==> config.mk <==
export PLATFORM = sky130hd
export DESIGN_NAME = ac_motor_phase_sequencer
export DESIGN_NICKNAME = d
export VERILOG_FILES = /design/src/rtl/ac_motor_pkg.sv /design/src/rtl/ac_motor_step_timer.sv /design/src/rtl/ac_motor_phase_sequencer.sv
export SDC_FILE = /design/constraint.sdc
export NUM_CORES = 1
export LEC_CHECK = 0
export BUFFER_PORTS_ARGS = -buffer_cell sky130_fd_sc_hd__buf_2
export CAP_MARGIN = 10
export CORE_UTILIZATION = 40
export CTS_CLUSTER_DIAMETER = 120
export DETAILED_ROUTE_END_ITERATION = 7
export MAX_ROUTING_LAYER = met4
export RECOVER_POWER = 25
export SYNTH_ARGS = -nofsm -noshare
export SYNTH_HDL_FRONTEND = slang
export SYNTH_SLANG_ARGS = --single-unit
export TNS_END_PERCENT = 30
==> constraint.sdc <==
create_clock -name CLK -period 4.1 [get_ports CLK]
set_input_delay 0.615 -clock CLK [delete_from_list [all_inputs] [get_ports CLK]]
set_output_delay 0.615 -clock CLK [all_outputs]
set_load 0.01 [all_outputs]
==> src/rtl/ac_motor_pkg.sv <==
// Shared types and constants for the three-phase motor sequencer.
// Holds the state encoding, the six-step phase table and the settle-time helper.
package ac_motor_pkg;

    localparam int unsigned PWM_W    = 8;
    localparam int unsigned STEP_W   = 16;
    localparam int unsigned DELAY_W  = 11;
    localparam int unsigned SETTLE_W = DELAY_W + 2;

    typedef enum logic [2:0] {
        IDLE  = 3'd0,
        ARM   = 3'd1,
        RUN   = 3'd2,
        DRAIN = 3'd3,
        FLT   = 3'd4
    } state_t;

    // Phase pattern {C,B,A} per commutation step, index 0 in the low slot
    localparam logic [5:0][2:0] STEP_TABLE = {
        3'b101, 3'b100, 3'b110, 3'b010, 3'b011, 3'b001
    };

    // Cycles needed for every switch unit's dead-time counter to settle
    function automatic logic [SETTLE_W-1:0] settle_count(input logic [DELAY_W-1:0] d);
        return {1'b0, d, 1'b0} + SETTLE_W'(2);
    endfunction

endpackage

==> src/rtl/ac_motor_step_timer.sv <==
// Commutation step divider and free-running PWM counter, both held at zero by clear.
// step_wrap is combinational and marks the last cycle of a step.
module ac_motor_step_timer #(
    parameter int unsigned PWM_W  = ac_motor_pkg::PWM_W,
    parameter int unsigned STEP_W = ac_motor_pkg::STEP_W
) (
    input  logic              clk,
    input  logic              clear,
    input  logic [STEP_W-1:0] step_period,
    output logic              step_wrap,
    output logic [PWM_W-1:0]  pwm_cnt
);
    import ac_motor_pkg::*;

    localparam logic [PWM_W-1:0] PWM_LAST = {{(PWM_W-1){1'b1}}, 1'b0};

    logic [STEP_W-1:0] step_cnt;
    logic [STEP_W-1:0] step_last;

    // A zero period behaves as a one-cycle step; >= recovers if the period shrinks
    assign step_last = (step_period == '0) ? '0 : step_period - STEP_W'(1);
    assign step_wrap = !clear && (step_cnt >= step_last);

    always_ff @(posedge clk) begin
        if (clear || step_wrap) begin
            step_cnt <= '0;
        end else begin
            step_cnt <= step_cnt + STEP_W'(1);
        end
        if (clear || pwm_cnt >= PWM_LAST) begin
            pwm_cnt <= '0;
        end else begin
            pwm_cnt <= pwm_cnt + PWM_W'(1);
        end
    end

endmodule

==> src/rtl/ac_motor_phase_sequencer.sv <==
// Six-step PWM phase sequencer with safe arm/drain/fault handling for the bridge switch units.
// Optional duty soft-start ramp is enabled by defining AC_MOTOR_SOFT_START_EN.
module ac_motor_phase_sequencer #(
    parameter int unsigned PWM_W   = ac_motor_pkg::PWM_W,
    parameter int unsigned STEP_W  = ac_motor_pkg::STEP_W,
    parameter int unsigned DELAY_W = ac_motor_pkg::DELAY_W
) (
    input  logic               CLK,
    input  logic               RESET,
    input  logic               START,
    input  logic               STOP,
    input  logic               FAULT,
    input  logic               FAULT_CLR,
    input  logic               DIR,
    input  logic [STEP_W-1:0]  STEP_PERIOD,
    input  logic [PWM_W-1:0]   DUTY,
    input  logic [DELAY_W-1:0] DEAD_TIME,
    output logic [2:0]         S_IN,
    output logic               SW_ENABLE,
    output logic [DELAY_W-1:0] DELAY,
    output logic [2:0]         STATE,
    output logic [2:0]         STEP
);
    import ac_motor_pkg::*;

    localparam int unsigned      CNT_W    = DELAY_W + 2;
    localparam logic [PWM_W-1:0] PWM_LAST = {{(PWM_W-1){1'b1}}, 1'b0};

    state_t             state;
    logic [CNT_W-1:0]   settle;
    logic               clear;
    logic               step_wrap;
    logic [PWM_W-1:0]   pwm_cnt;
    logic [PWM_W-1:0]   pwm_ahead;
    logic [PWM_W-1:0]   duty_run;
    logic [PWM_W-1:0]   duty_entry;
    logic [2:0]         step_adv;
    logic [2:0]         step_run;
    logic [2:0]         s_in_run;
    logic [2:0]         s_in_entry;

    assign STATE = state;
    assign clear = RESET || (state != RUN);

    ac_motor_step_timer #(
        .PWM_W  (PWM_W),
        .STEP_W (STEP_W)
    ) u_timer (
        .clk         (CLK),
        .clear       (clear),
        .step_period (STEP_PERIOD),
        .step_wrap   (step_wrap),
        .pwm_cnt     (pwm_cnt)
    );

`ifdef AC_MOTOR_SOFT_START_EN
    logic [PWM_W-1:0] duty_eff;

    // Ramp up one count per step wrap, follow reductions at once, restart from 0 on every RUN entry
    always_ff @(posedge CLK) begin
        if (!RESET && !FAULT && !STOP && state == RUN) begin
            duty_eff <= duty_run;
        end else begin
            duty_eff <= '0;
        end
    end

    always_comb begin
        duty_entry = '0;
        duty_run   = duty_eff;
        if (DUTY < duty_eff) begin
            duty_run = DUTY;
        end else if (step_wrap && duty_eff < DUTY) begin
            duty_run = duty_eff + PWM_W'(1);
        end
    end
`else
    always_comb begin
        duty_entry = DUTY;
        duty_run   = DUTY;
    end
`endif

    // Outputs are registered from the values the counters take after this edge
    always_comb begin
        step_adv   = DIR ? ((STEP == 3'd0) ? 3'd5 : STEP - 3'd1)
                         : ((STEP == 3'd5) ? 3'd0 : STEP + 3'd1);
        step_run   = step_wrap ? step_adv : STEP;
        pwm_ahead  = (pwm_cnt >= PWM_LAST) ? '0 : pwm_cnt + PWM_W'(1);
        s_in_run   = STEP_TABLE[step_run] & {3{pwm_ahead < duty_run}};
        s_in_entry = STEP_TABLE[0] & {3{duty_entry != '0}};
    end

    always_ff @(posedge CLK) begin
        if (RESET) begin
            state     <= IDLE;
            settle    <= '0;
            S_IN      <= '0;
            SW_ENABLE <= 1'b0;
            DELAY     <= '0;
            STEP      <= '0;
        end else if (FAULT) begin
            state     <= FLT;
            S_IN      <= '0;
            SW_ENABLE <= 1'b0;
            STEP      <= '0;
        end else begin
            case (state)
                IDLE: begin
                    if (START) begin
                        state     <= ARM;
                        DELAY     <= DEAD_TIME;
                        settle    <= settle_count(DEAD_TIME);
                        SW_ENABLE <= 1'b1;
                    end
                end
                ARM: begin
                    if (STOP) begin
                        state  <= DRAIN;
                        settle <= settle_count(DELAY);
                    end else if (settle <= CNT_W'(1)) begin
                        state <= RUN;
                        STEP  <= '0;
                        S_IN  <= s_in_entry;
                    end else begin
                        settle <= settle - CNT_W'(1);
                    end
                end
                RUN: begin
                    if (STOP) begin
                        state  <= DRAIN;
                        settle <= settle_count(DELAY);
                        S_IN   <= '0;
                        STEP   <= '0;
                    end else begin
                        STEP <= step_run;
                        S_IN <= s_in_run;
                    end
                end
                DRAIN: begin
                    if (settle <= CNT_W'(1)) begin
                        state     <= IDLE;
                        SW_ENABLE <= 1'b0;
                    end else begin
                        settle <= settle - CNT_W'(1);
                    end
                end
                FLT: begin
                    if (FAULT_CLR) begin
                        state <= IDLE;
                    end
                end
                default: begin
                    state     <= IDLE;
                    S_IN      <= '0;
                    SW_ENABLE <= 1'b0;
                    STEP      <= '0;
                end
            endcase
        end
    end

endmodule

---- Word level (Yosys, flattened, before mapping) ----
Memories as Yosys holds them, arrays and structs flattened.
Index checks and enable logic that the tools add are counted.
W data, S select, Z words.
word-level totals
  register bits ........................... 58
  bits in read-only memories .............. 24
  input bits .............................. 42
  logic and storage cells ................. 94
  memories ................................ 1
memory list
  name             words  bits a word  rd ports  clocked after memory_dff  wr ports  line                            text
  (no name shown)  8      3            1         0                         0         ac_motor_phase_sequencer.sv:90  s_in_run = STEP_TABLE[step_run] & {3{pwm_ahead < duty_run}};
operators by class
  add/sub/neg operators ................... 8
  $lt $le $gt $ge ......................... 5
  eq/ne operators ......................... 18
  multiplexer cells ....................... 30
  bitwise logic cells ..................... 4
  reduce and logical (&&, ||, !) cells .... 19
operator list
  cell                     number
  $mux W13                 4
  $pmux W13 S4             1
  $mux W3                  17
  $add A12 B2 Y13 const B  2
  $pmux W3 S3              2
  $add A16 B1 Y16 const B  1
  $ge A16 B16 Y1           1
  $logic_not A16 Y1        1
  $mux W16                 1
  $sub A16 B1 Y16 const B  1
  $ne A3 B3 Y1 const B     5
  $pmux W3 S5              1
  $le A13 B1 Y1 const B    1
  $sub A13 B1 Y13 const B  1
  $ne A2 B2 Y1 const B     6
  $reduce_and A5 Y1        2
  $reduce_and A3 Y1        3
  $add A8 B1 Y8 const B    1
  $ge A8 B8 Y1 const B     1
  $lt A8 B8 Y1             1
  $mux W8                  1
  $reduce_bool A8 Y1       1
  $eq A3 B2 Y1 const B     2
  $eq A3 B3 Y1 const B     2
  other kinds (18)         25

---- Depth between registers and ports, before layout ----
Gate-level depths: netlist of run 1.
  depth in word-level cells ............... 10
  gate-level depth with buffers ........... 15

---- Cells and area by module ----
A second synthesis of run 1 with hierarchy kept.
unflattened totals
  cell total of the unflattened synthesis .. 586
  area total of the unflattened synthesis .. 4,657.0 µm²
modules (own cells, without submodules)
  module                    instances  cells each  area each (µm²)  seq. area each (µm²)
  ac_motor_phase_sequencer  1          369         2,841.5          680.7
  ac_motor_step_timer       1          217         1,815.5          480.5

---- Worst setup path before layout of run 1 ----
No wires, ideal clock.
  path kind ............................... input-to-reg
  start point ............................. input STEP_PERIOD[6]
  end point ............................... register S_IN[0]
  setup time .............................. 0.118 ns
  arrival ................................. 3.495 ns
  slack ................................... 0.487 ns
  stages on the path ...................... 15
  path through ............................ or4_4 -> nor4_2 -> nand2b_1 -> nor2_1 -> nand4_2 -> buf_2 -> nand2_1 -> ha_1 -> a211oi_1 -> o21ai_0 -> a21oi_1 -> o31ai_4 -> mux2_2 -> a21oi_1 -> a21oi_1
on the way
  word-level cells in the longest chain between the ends .. 10
ends and longest elaborated chain
  element                                                      line                             text
  start: declaration                                           ac_motor_phase_sequencer.sv:15   input logic [STEP_W-1:0] STEP_PERIOD,
  $sub A16 B1 Y16 / $logic_not A16 Y1 (equally long branches)  ac_motor_step_timer.sv:21        assign step_last = (step_period == '0) ? '0 : step_period - STEP_W'(1);
  $mux W16 *                                                   ac_motor_step_timer.sv:21
  $ge A16 B16 Y1 *                                             ac_motor_step_timer.sv:22        assign step_wrap = !clear && (step_cnt >= step_last);
  $logic_and A1 B1 Y1 *                                        ac_motor_step_timer.sv:22
  $mux W3 *                                                    ac_motor_phase_sequencer.sv:88   step_run = step_wrap ? step_adv : STEP;
  $mem_v2 Z8 W3 *                                              --
  $mux W3 (not written as such) *                              ac_motor_phase_sequencer.sv:90
  $and A3 B3 Y3 *                                              ac_motor_phase_sequencer.sv:90
  $mux W3 *                                                    ac_motor_phase_sequencer.sv:130  if (STOP) begin
  $pmux W3 S3 *                                                ac_motor_phase_sequencer.sv:108  case (state)
  end signal: assignment                                       ac_motor_phase_sequencer.sv:124  S_IN <= s_in_entry;
  end signal: assignment                                       ac_motor_phase_sequencer.sv:137  S_IN <= s_in_run;
  end: declaration                                             ac_motor_phase_sequencer.sv:18   output logic [2:0] S_IN,
Mark *: on every way between the ends. The rest lies on a longest branch, timed or not. The select of a mux whose other input is x is not followed.
A chain may end at the register's enable or synchronous reset.

---- Worst setup path in the final report of run 1 ----
Ends and elaborated chain as after synthesis.

==> results.py, run 1 <==
metrics = {
    "final_layout": {
        "multi_input_area_um2": 2930,
        "num_antenna_cells": 0,
        "final_area_um2": 4890,
        "fillers": 1062,
        "drive_gt1_share_pct": 13.0,
        "areaGrowthSynthToFinish_pct": 13.9,
        "seqCellArea_um2": 1160,
        "nets": 695,
    },
    "timing": {
        "hold_viol": 0,
        "setup_ws_ns": 0.370,
        "slew_headroom_pct": 49.6,
        "skew_ns": 0.00826,
        "post-route-period-util_pct": 91.0,
        "whs_ns": 0.462,
        "fmax_mhz": 268,
        "tightest_slew_ns": 0.754,
        "rsz0062_at_grt": "false",
        "fin_crit_ns": 3.73,
        "setup_violations": 0,
        "finalMaxSlewViolations": 0,
    },
    "drt": {
        "drt_wl_total_um": 10300,
        "first_pass_iters": 6,
        "viasPerCell": 5.35,
        "drt_iter0_drc": 162,
        "dr_total_vias": 4058,
        "ant_nets": 0,
        "wl_per_cell_um": 13.6,
        "drc": 0,
    },
    "synthesis": {
        "async_flop_share_pct": 0,
        "yosys.area_share.simple_pct": 27.7,
        "synth-edff-count": 0,
        "ys_ff_latch": 58,
        "seq_area_frac_synth_pct": 27.0,
        "syn_inst": 563,
        "synth.avg_cell_area_um2": 7.63,
        "synth_ff_type": "dfxtp_1",
        "synth_nets": 638,
        "synth_fa_ha_area_share_pct": 9.62,
        "yosysUniqueCellTypes": 57,
        "synthMuxAreaShare_pct": 3.88,
        "ys_warn_count": 0,
        "syn_area_um2": 4290,
        "synth_xor_area_share_pct": 10.4,
        "synth_compound_area_share_pct": 16.8,
        "synth_top_family_by_area": "simple AND/OR/NAND/NOR gates",
    },
    "setup_path": {
        "crit_path_max_fanout": 9,
        "r2r-start": "STATE[1]",
        "cp_slowest_cell": "or4_4",
        "critical_path.max_stage_delay_ns": 0.57,
        "crit_buf_inv": 2,
        "crit_path_start_kind": "input port",
        "timing.reg2reg.setup_slack_ns": 1.55,
        "worstPathRequired_ns": 4.36,
        "cp_common_cell": "a21oi_1",
        "critPathTopFamily": "simple AND/OR/NAND/NOR gates",
        "crit_chain": "buf_2, or4_4, nor4_2, nand2b_1, nor2_1, nand4_2, buf_4, nand2_1, ha_1, a21oi_1, o21ai_0, a22oi_1, o31a_1, o211ai_1, nand3b_1, a21oi_1",
        "reg2regPathDepth": 7,
        "critPathKind": "input port to flop",
        "worstSetupEndpointType": "flop",
        "reg2reg_to": "S_IN[0]",
        "crit_arrival_ns": 3.99,
    },
    "hold_path": {
        "hold_path_end": "S_IN[1]",
        "hold_path_startpoint": "S_IN[1]",
        "hp-class": "flop to flop",
        "whs_path_depth": 2,
    },
    "global_routing": {
        "grt_pass1_wl_um": 17400,
        "antenna_found_initial": 0,
        "overflow": 0,
        "track_usage_pct": 19.7,
        "grt_max_degree": 30,
        "grt_pass1_vias": 3697,
    },
    "clock_network": {
        "clkTransAtPathRegs_ns": 0.07,
        "numClockSinks": 58,
        "htreeDepth": 3,
        "cts_resized": 0,
        "numCtsBuffers": 9,
        "holdBufCountCts": 0,
        "cts_tree": "built",
        "clock-root-buffer": "clkbuf_8",
        "clk_latency_ns": 0.33,
        "postCtsSetupBuffers": 0,
        "clockBufferDepth": 2,
    },
    "die": {
        "initial_core_util_pct": 41.4,
        "io-pin-count": 63,
        "die_h_um": 106,
        "dieArea_um2": 11200,
        "core_area_um2": 10400,
        "rows": 37,
        "die_w_um": 106,
    },
    "pwr": {
        "peakVddDrop_mv": 0.144,
        "leakage_nw": 2.01,
        "power_density_nw_per_um2": 279,
    },
    "job": {
        "drv_cap": 0,
    },
    "place": {
        "numPortBuffers": 62,
        "place_congestion": 0.906,
        "pre_cts_ws_ns": -0.0933,
        "hpwl_um": 7900,
        "place_area_um2": 4710,
    },
    "run_status": {
        "outcome": "finished, final reports clean",
    },
}
cells in the final DEF (no fill, tap or decap), types with 10 or more instances in the layout:
| master | count |
|---|---|
| buf_2 | 48 |
| nor2_1 | 78 |
| a21oi_1 | 39 |
| o21ai_0 | 30 |
| clkbuf_8 | 11 |
| ha_1 | 33 |
| inv_1 | 28 |
| nand2_1 | 50 |
| clkbuf_1 | 14 |
| dfxtp_1 | 58 |
| nor3_1 | 28 |
| nor4_1 | 10 |
| xnor2_1 | 19 |
| xor2_1 | 32 |
| nand3_1 | 28 |
| mux2i_1 | 14 |
state kept, by name, summed over array words and instances, names as in the netlist:
name              cells
u_timer.step_cnt     16
STEP                  3
SW_ENABLE             1
S_IN                  3
DELAY                11
settle               13
STATE                 3
u_timer.pwm_cnt       8
cell usage after synthesis, drive strengths merged (2+ instances only):
cell type	number	share of area, %
o21ai	35	4.1
nor4b	2	0.41
nor3	29	3.5
a211oi	6	1.0
a21o	4	0.70
o22ai	10	1.6
nor3b	2	0.35
nand2	50	4.4
nand4	9	1.5
nand3	28	3.3
xor2	32	6.5
and2	3	0.50
mux2i	14	3.3
nand3b	4	0.70
nand2b	4	0.58
ha	33	9.6
o21a	2	0.35
and3	9	1.3
nor2	78	6.8
o211ai	3	0.52
inv	28	2.4
mux2	2	0.61
xnor2	19	3.9
nor4	13	2.7
dfxtp	58	27
a22oi	4	0.70
buf	6	0.82
or2	4	0.58
a21oi	39	4.5
a31oi	3	0.44
clkbuf	15	1.3
logic make-up after synthesis:
| group | Yosys count |
|---|---|
| AOI/OAI and AO/OA | 116 |
| xor gates and xnor gates | 51 |
| adders and majority gates | 33 |
| buffers and inverters | 49 |
| DFF | 58 |
| muxes | 16 |
| and+or+nand+nor | 240 |
where the power goes:
group,internal [mW],total (mW),switching [mW],leakage [nW]
Combinational,0.0953,0.237,0.141,1.44
Clock,0.305,0.529,0.224,0.101
Sequential,0.578,0.599,0.0219,0.470
Total,0.978,1.37,0.387,2.01
stage by stage:
| step | utilization (%) | std cells | power, mW | setup TNS, ns |
|---|---|---|---|---|
| detailed placement | 45.5 | 744 | 0.849 | -1.10 |
| global placement | 45.5 | 744 | 0.845 | 0 |
| global route | 47.2 | 759 | 1.44 | 0 |
| finish | 47.2 | 759 | 1.37 | 0 |
| floorplan | - | 563 | 0.776 | 0 |
| CTS | 47.3 | 758 | 1.38 | 0 |
area by class of cell:
| type | count | share of cell area, % |
|---|---|---|
| Tap cell | 136 | 3.48 |
| Inverter | 28 | 2.15 |
| Sequential cell | 58 | 23.7 |
| Multi-Input combinational cell | 456 | 60.0 |
| Clock inverter | 3 | 0.819 |
| Clock buffer | 11 | 3.10 |
| Timing Repair Buffer | 67 | 6.75 |
worst register-to-register path: cells and delay by family, from the launching register on:
family	cells	cell delay, ns
simple gates	2	0.96
compound gates	4	0.48
flops	1	0.63
mux	1	0.38
worst max path at each step:
stage | start | endpoint | slack [ns] | cells after the start
3_5_place_dp | STEP_PERIOD[6] | u_timer.step_cnt[15] | -0.09 | 14
3_3_place_gp | STEP_PERIOD[6] | u_timer.step_cnt[8] | 0.09 | 14
2_1_floorplan | STEP_PERIOD[6] | S_IN[0] | 0.49 | 15
6_report | STEP_PERIOD[6] | S_IN[0] | 0.37 | 16
4_1_cts | STEP_PERIOD[6] | u_timer.step_cnt[9] | 0.29 | 14
5_1_grt | STEP_PERIOD[6] | S_IN[0] | 0.14 | 16
layer usage:
layer / global-route usage [%] / wire length, um / vias up
met1: 25.8 / 5070 / 1880
met2: 31.2 / 4780 / 65
li1: - / - / 2104
met5: - / 0 / -
met4: 5.85 / 119 / 0
met3: 3.53 / 330 / 9
(Power assumes the default switching activity.)
==> run 2: changes to the inputs <==
--- a/config.mk
+++ b/config.mk
@@ -11,6 +11,7 @@
 export CTS_CLUSTER_DIAMETER = 120
 export DETAILED_ROUTE_END_ITERATION = 7
 export MAX_ROUTING_LAYER = met4
+export PLACE_DENSITY_LB_ADDON = 0.3
 export RECOVER_POWER = 25
 export SYNTH_ARGS = -nofsm -noshare
 export SYNTH_HDL_FRONTEND = slang
==> constraint.sdc (replaced) <==
create_clock -name CLK -period 3.4 [get_ports CLK]
set_input_delay 0.17 -clock CLK [delete_from_list [all_inputs] [get_ports CLK]]
set_output_delay 0.17 -clock CLK [all_outputs]
set_load 0.01 [all_outputs]
==> run 2 against run 1 <==
Net effect: final cell count grew 0.66%; clock skew increased by 0.0078 ns; final area rose by 1.5%; clock-buffer cell count grew 1; core utilization increased by 0.69 points; clock power up 40%; via count up 2.4%; total power is 28% higher; first-iteration DRC count grew 8.0%.
==> results.py, run 2 (synthesized netlist as in run 1, its figures left out) <==
metrics = {
    "clock_network": {
        "cts_tree": "built",
        "clock-root-buffer": "clkbuf_8",
        "holdBufCountCts": 0,
        "clockBufferDepth": 2,
        "htreeDepth": 3,
        "numCtsBuffers": 9,
        "numClockSinks": 58,
        "clkTransAtPathRegs_ns": 0.08,
        "clk_latency_ns": 0.34,
    },
    "timing": {
        "hold_viol": 0,
        "setup_violations": 0,
        "fin_setup_tns_ns": 0,
        "rsz0062_at_grt": "false",
        "whs_ns": 0.112,
        "tightest_slew_ns": 0.759,
        "fmax_mhz": 328,
        "slew_headroom_pct": 49.3,
        "setup_ws_ns": 0.355,
        "fin_crit_ns": 3.04,
        "skew_ns": 0.0161,
        "finalMaxSlewViolations": 0,
        "post-route-period-util_pct": 89.5,
    },
    "pwr": {
        "power_density_nw_per_um2": 353,
        "peakVddDrop_mv": 0.205,
        "total_power_mw": 1.75,
        "leakage_nw": 2.03,
    },
    "final_layout": {
        "largest_reg_flops": 16,
        "nets": 698,
        "final_area_um2": 4960,
        "drive_gt1_share_pct": 13.2,
        "final_cells": 764,
        "final_cell_mix": "nor2_1 (78), dfxtp_1 (58), nand2_1 (50)",
        "utilization_pct": 47.9,
        "mostFrequentLayoutCell": "nor2_1",
        "num_antenna_cells": 0,
        "largest_registers": "u_timer.step_cnt x16, settle x13, DELAY x11",
        "top_register": "u_timer.step_cnt",
        "areaGrowthSynthToFinish_pct": 15.6,
    },
    "drt": {
        "ant_nets": 0,
        "first_pass_iters": 4,
        "drt_iter0_drc": 175,
        "viasPerCell": 5.44,
        "drc": 0,
        "drt_wl_total_um": 10600,
        "dr_total_vias": 4154,
        "wl_per_cell_um": 13.8,
    },
    "run_status": {
        "outcome": "finished, final reports clean",
    },
    "die": {
        "io-pin-count": 63,
        "die_w_um": 106,
        "die_h_um": 106,
        "rows": 37,
        "initial_core_util_pct": 41.4,
        "core_area_um2": 10400,
        "dieArea_um2": 11200,
    },
    "setup_path": {
        "crit_path_start_kind": "input port",
        "reg2reg_to": "S_IN[1]",
        "worstPathRequired_ns": 3.67,
        "timing.reg2reg.setup_slack_ns": 0.55,
        "r2r-start": "u_timer.pwm_cnt[0]",
        "crit_path_max_fanout": 9,
        "critPathLaunch": "STEP_PERIOD[7]",
        "crit_arrival_ns": 3.32,
        "critPathKind": "input port to flop",
        "worstSetupEndpointType": "flop",
        "reg2regPathDepth": 13,
    },
    "global_routing": {
        "track_usage_pct": 20.0,
        "use_met2_pct": 33.2,
        "grt_pass1_wl_um": 17700,
        "use_met3_pct": 2.78,
        "overflow": 0,
        "groute.layer.met1.usage_pct": 24.4,
        "antenna_found_initial": 0,
        "grt_max_degree": 30,
        "grt_pass1_vias": 3890,
        "grt_busiest_layer": "met2",
    },
    "place": {
        "hpwl_um": 8170,
        "place_area_um2": 4740,
        "dp_cells": 748,
        "numPortBuffers": 62,
        "place_congestion": 0.882,
        "pre_cts_ws_ns": -0.0917,
    },
    "hold_path": {
        "hold_path_end": "DELAY[9]",
        "hold_path_startpoint": "DEAD_TIME[9]",
        "whs_path_depth": 3,
        "hp-class": "input port to flop",
    },
    "job": {
        "drv_cap": 0,
    },
}
run 2: power by group:
part           switching, mW  total [mW]  internal, mW
clock                  0.288       0.741         0.453
sequential            0.0275       0.724         0.696
combinational          0.171       0.287         0.116
total                  0.487        1.75          1.27
run 2: repair_timing:
item,in CTS,in global routing
resized for setup,0,2
endpoints found under the setup margin,0,16
setup buffers,0,0
run 2: worst max-delay path: stages:
cell	delay [ns]
buf_2	0.13
or4_4	0.55
nor4_4	0.17
nand2b_1	0.11
nor2_1	0.15
nand4_2	0.14
buf_4	0.19
nand2_1	0.06
ha_1	0.25
a21oi_1	0.15
o21ai_0	0.13
a22oi_1	0.36
o31a_1	0.29
o211ai_1	0.16
nand3b_1	0.19
a21oi_1	0.12
run 2: worst max-delay path by stage:
stage                          endpoint  cells past startpoint  slack [ns]
floorplan                       S_IN[0]                     15        0.23
finish                          S_IN[0]                     16        0.36
CTS                 u_timer.step_cnt[7]                     14        0.25
detailed placement  u_timer.step_cnt[7]                     14       -0.09
global placement    u_timer.step_cnt[2]                     14        0.01
global route                    S_IN[0]                     17        0.06
run 2: layer usage:
metal | routed length, um | part of all wire (%)
met1 | 4820 | 46
met2 | 5170 | 49
met3 | 384 | 3.6
met4 | 189 | 1.8
met5 | 0 | 0
run 2: final cells by class:
type                    instances  area (um2)
clock inverters                 4        73.8
well taps                     136         170
repair buffers                 70         348
inverters                      28         105
flip-flops and latches         58        1160
multi-input cells             456        2950
fillers                      1050        5410
clock buffers                  12         155
==> run 3: changes to the inputs <==
--- a/config.mk
+++ b/config.mk
@@ -10,7 +10,7 @@
 export CORE_UTILIZATION = 40
 export CTS_CLUSTER_DIAMETER = 120
 export DETAILED_ROUTE_END_ITERATION = 7
-export MAX_ROUTING_LAYER = met4
+export GPL_TIMING_DRIVEN = 0
 export PLACE_DENSITY_LB_ADDON = 0.3
 export RECOVER_POWER = 25
 export SYNTH_ARGS = -nofsm -noshare
==> run 3 against run 2 <==
Net effect: setup slack worse by 0.12 ns; non-clock buffer count rose by 17; largest cell class unchanged; global-route usage increased by 0.22 points; critical path type unchanged; worst hold slack better by 0.017 ns; final area rose by 1.1%; register-to-register slack got worse by 0.17 ns; clock power is 11% lower; sequential share of layout area decreased by 0.26 points; combinational power increased by 7%; clock skew shrank 0.0052 ns.
==> results.py, run 3 (synthesized netlist as in run 1, its figures left out) <==
metrics = {
    "final_layout": {
        "top_register": "u_timer.step_cnt",
        "mostFrequentLayoutCell": "nor2_1",
        "final_cell_mix": "nor2_1 (77), dfxtp_1 (58), nand2_1 (50)",
        "utilization_pct": 48.4,
        "nets": 715,
        "final_area_um2": 5020,
        "areaGrowthSynthToFinish_pct": 16.9,
        "largest_registers": "u_timer.step_cnt x16, settle x13, DELAY x11",
        "num_antenna_cells": 0,
        "drive_gt1_share_pct": 13.4,
        "largest_reg_flops": 16,
        "final_cells": 780,
    },
    "global_routing": {
        "antenna_found_initial": 0,
        "track_usage_pct": 20.2,
        "grt_pass1_vias": 3970,
        "overflow": 0,
        "grt_max_degree": 11,
        "grt_pass1_wl_um": 18500,
    },
    "timing": {
        "fin_crit_ns": 3.17,
        "slew_headroom_pct": 56.5,
        "fmax_mhz": 316,
        "hold_viol": 0,
        "tightest_slew_ns": 0.648,
        "post-route-period-util_pct": 93.1,
        "setup_violations": 0,
        "finalMaxSlewViolations": 0,
        "setup_ws_ns": 0.233,
        "whs_ns": 0.129,
        "skew_ns": 0.0109,
    },
    "setup_path": {
        "critPathTopFamily": "simple AND/OR/NAND/NOR gates",
        "crit_buf_inv": 3,
        "critPathKind": "input port to flop",
        "crit_arrival_ns": 3.37,
        "critPathLaunch": "STEP_PERIOD[6]",
        "crit_chain": "buf_2, or4_4, nor4_4, nand2b_1, nor2_2, nand4_2, clkbuf_4, nand2_1, ha_1, a21oi_1, o21ai_0, a22oi_2, o31ai_4, buf_4, a41oi_1, a21bo_1, a21oi_1",
        "reg2reg_to": "S_IN[1]",
        "critical_path.max_stage_delay_ns": 0.57,
        "worstSetupEndpointType": "flop",
        "timing.reg2reg.setup_slack_ns": 0.38,
        "r2r-start": "u_timer.pwm_cnt[1]",
        "cp_slowest_cell": "or4_4",
        "crit_path_max_fanout": 10,
        "cp_common_cell": "a21oi_1",
        "reg2regPathDepth": 12,
        "worstPathRequired_ns": 3.61,
        "crit_path_start_kind": "input port",
    },
    "hold_path": {
        "hold_path_end": "STATE[2]",
        "hold_path_startpoint": "FAULT",
        "whs_path_depth": 3,
        "hp-class": "input port to flop",
    },
    "pwr": {
        "leakage_nw": 2.04,
        "clkPwrFrac_pct": 39.1,
        "seqPwrFrac_pct": 42.7,
        "sw_frac_of_total_pct": 27.9,
        "peakVddDrop_mv": 0.146,
        "p_comb_share_pct": 18.1,
        "power_density_nw_per_um2": 336,
        "switching_power_uw": 471,
        "internal_power_mw": 1.21,
    },
    "run_status": {
        "outcome": "finished, final reports clean",
    },
    "clock_network": {
        "clk_latency_ns": 0.34,
        "numClockSinks": 58,
        "htreeDepth": 3,
        "clkTransAtPathRegs_ns": 0.06,
        "cts_tree": "built",
        "clock-root-buffer": "clkbuf_8",
        "holdBufCountCts": 0,
        "clockBufferDepth": 2,
        "numCtsBuffers": 9,
    },
    "place": {
        "place_area_um2": 4770,
        "pre_cts_ws_ns": -0.420,
        "numPortBuffers": 61,
        "dp_cells": 760,
        "hpwl_um": 8490,
        "place_congestion": 0.819,
    },
    "drt": {
        "wl_per_cell_um": 13.8,
        "drc": 0,
        "first_pass_iters": 5,
        "dr_total_vias": 4208,
        "ant_nets": 0,
        "drt_wl_total_um": 10800,
        "drt_iter0_drc": 231,
        "viasPerCell": 5.39,
    },
    "die": {
        "rows": 37,
        "core_area_um2": 10400,
        "io-pin-count": 63,
        "dieArea_um2": 11200,
        "initial_core_util_pct": 41.4,
        "die_h_um": 106,
        "die_w_um": 106,
    },
    "job": {
        "drv_cap": 0,
    },
}
==> run 3: cell types whose count changed in the layout (fill, tap and decap cells not counted), sizes merged <==
| cell | delta |
|---|---|
| clkinv | -1 |
| bufinv | -1 |
| clkbuf | +18 |
==> run 3: worst min-delay path, delay by kind of cell <==
| family | cells | cell delay [ns] |
|---|---|---|
| and+or+nand+nor | 1 | 0.08 |
| AOI/OAI and AO/OA | 1 | 0.05 |
| buffers and inverters | 1 | 0.12 |
==> run 3: layout make-up <==
class / count / area [um2]
clock buffers: 13 / 169
flip-flops and latches: 58 / 1160
well taps: 136 / 170
multi-input cells: 456 / 2960
plain buffers: 21 / 95.1
fillers: 1057 / 5350
repair buffers: 66 / 319
inverters: 28 / 105
clock inverters: 2 / 35.0
==> run 3: how the worst max path moves through the flow <==
stage	cells past startpoint	endpoint	slack, ns
final	17	STEP[1]	0.23
after global routing	17	S_IN[0]	-0.01
after CTS	16	STEP[0]	0.05
after detailed placement	15	u_timer.step_cnt[11]	-0.42
after global placement	16	STEP[0]	-0.38
after floorplan	15	S_IN[0]	0.23
==> run 3: power groups by stage <==
stage | clock network (mW) | registers, mW | logic, mW
2_1_floorplan | 0 | 0.734 | 0.202
3_3_place_gp | 0 | 0.733 | 0.297
3_5_place_dp | 0 | 0.734 | 0.301
4_1_cts | 0.674 | 0.719 | 0.303
5_1_grt | 0.709 | 0.722 | 0.342
6_report | 0.660 | 0.720 | 0.306
==> run 3: repair_timing <==
action,4_1_cts,5_1_grt
pin swaps,0,5
resized for setup,1,7
setup endpoints to repair,16,16
buffers inserted,0,5
==> run 3: routing by layer <==
metal,track usage [%],share of wire [%]
met5,0,0
met4,6.65,1.4
met3,3.15,4.7
met2,33.2,47
met1,27.0,47
==> run 3: metrics by stage <==
stage                     TNS, ns  power (mW)
after floorplan                 0       0.936
after global placement      -5.45        1.03
after detailed placement    -6.95        1.04
after CTS                       0        1.70
after global routing      -0.0134        1.77
final                           0        1.68
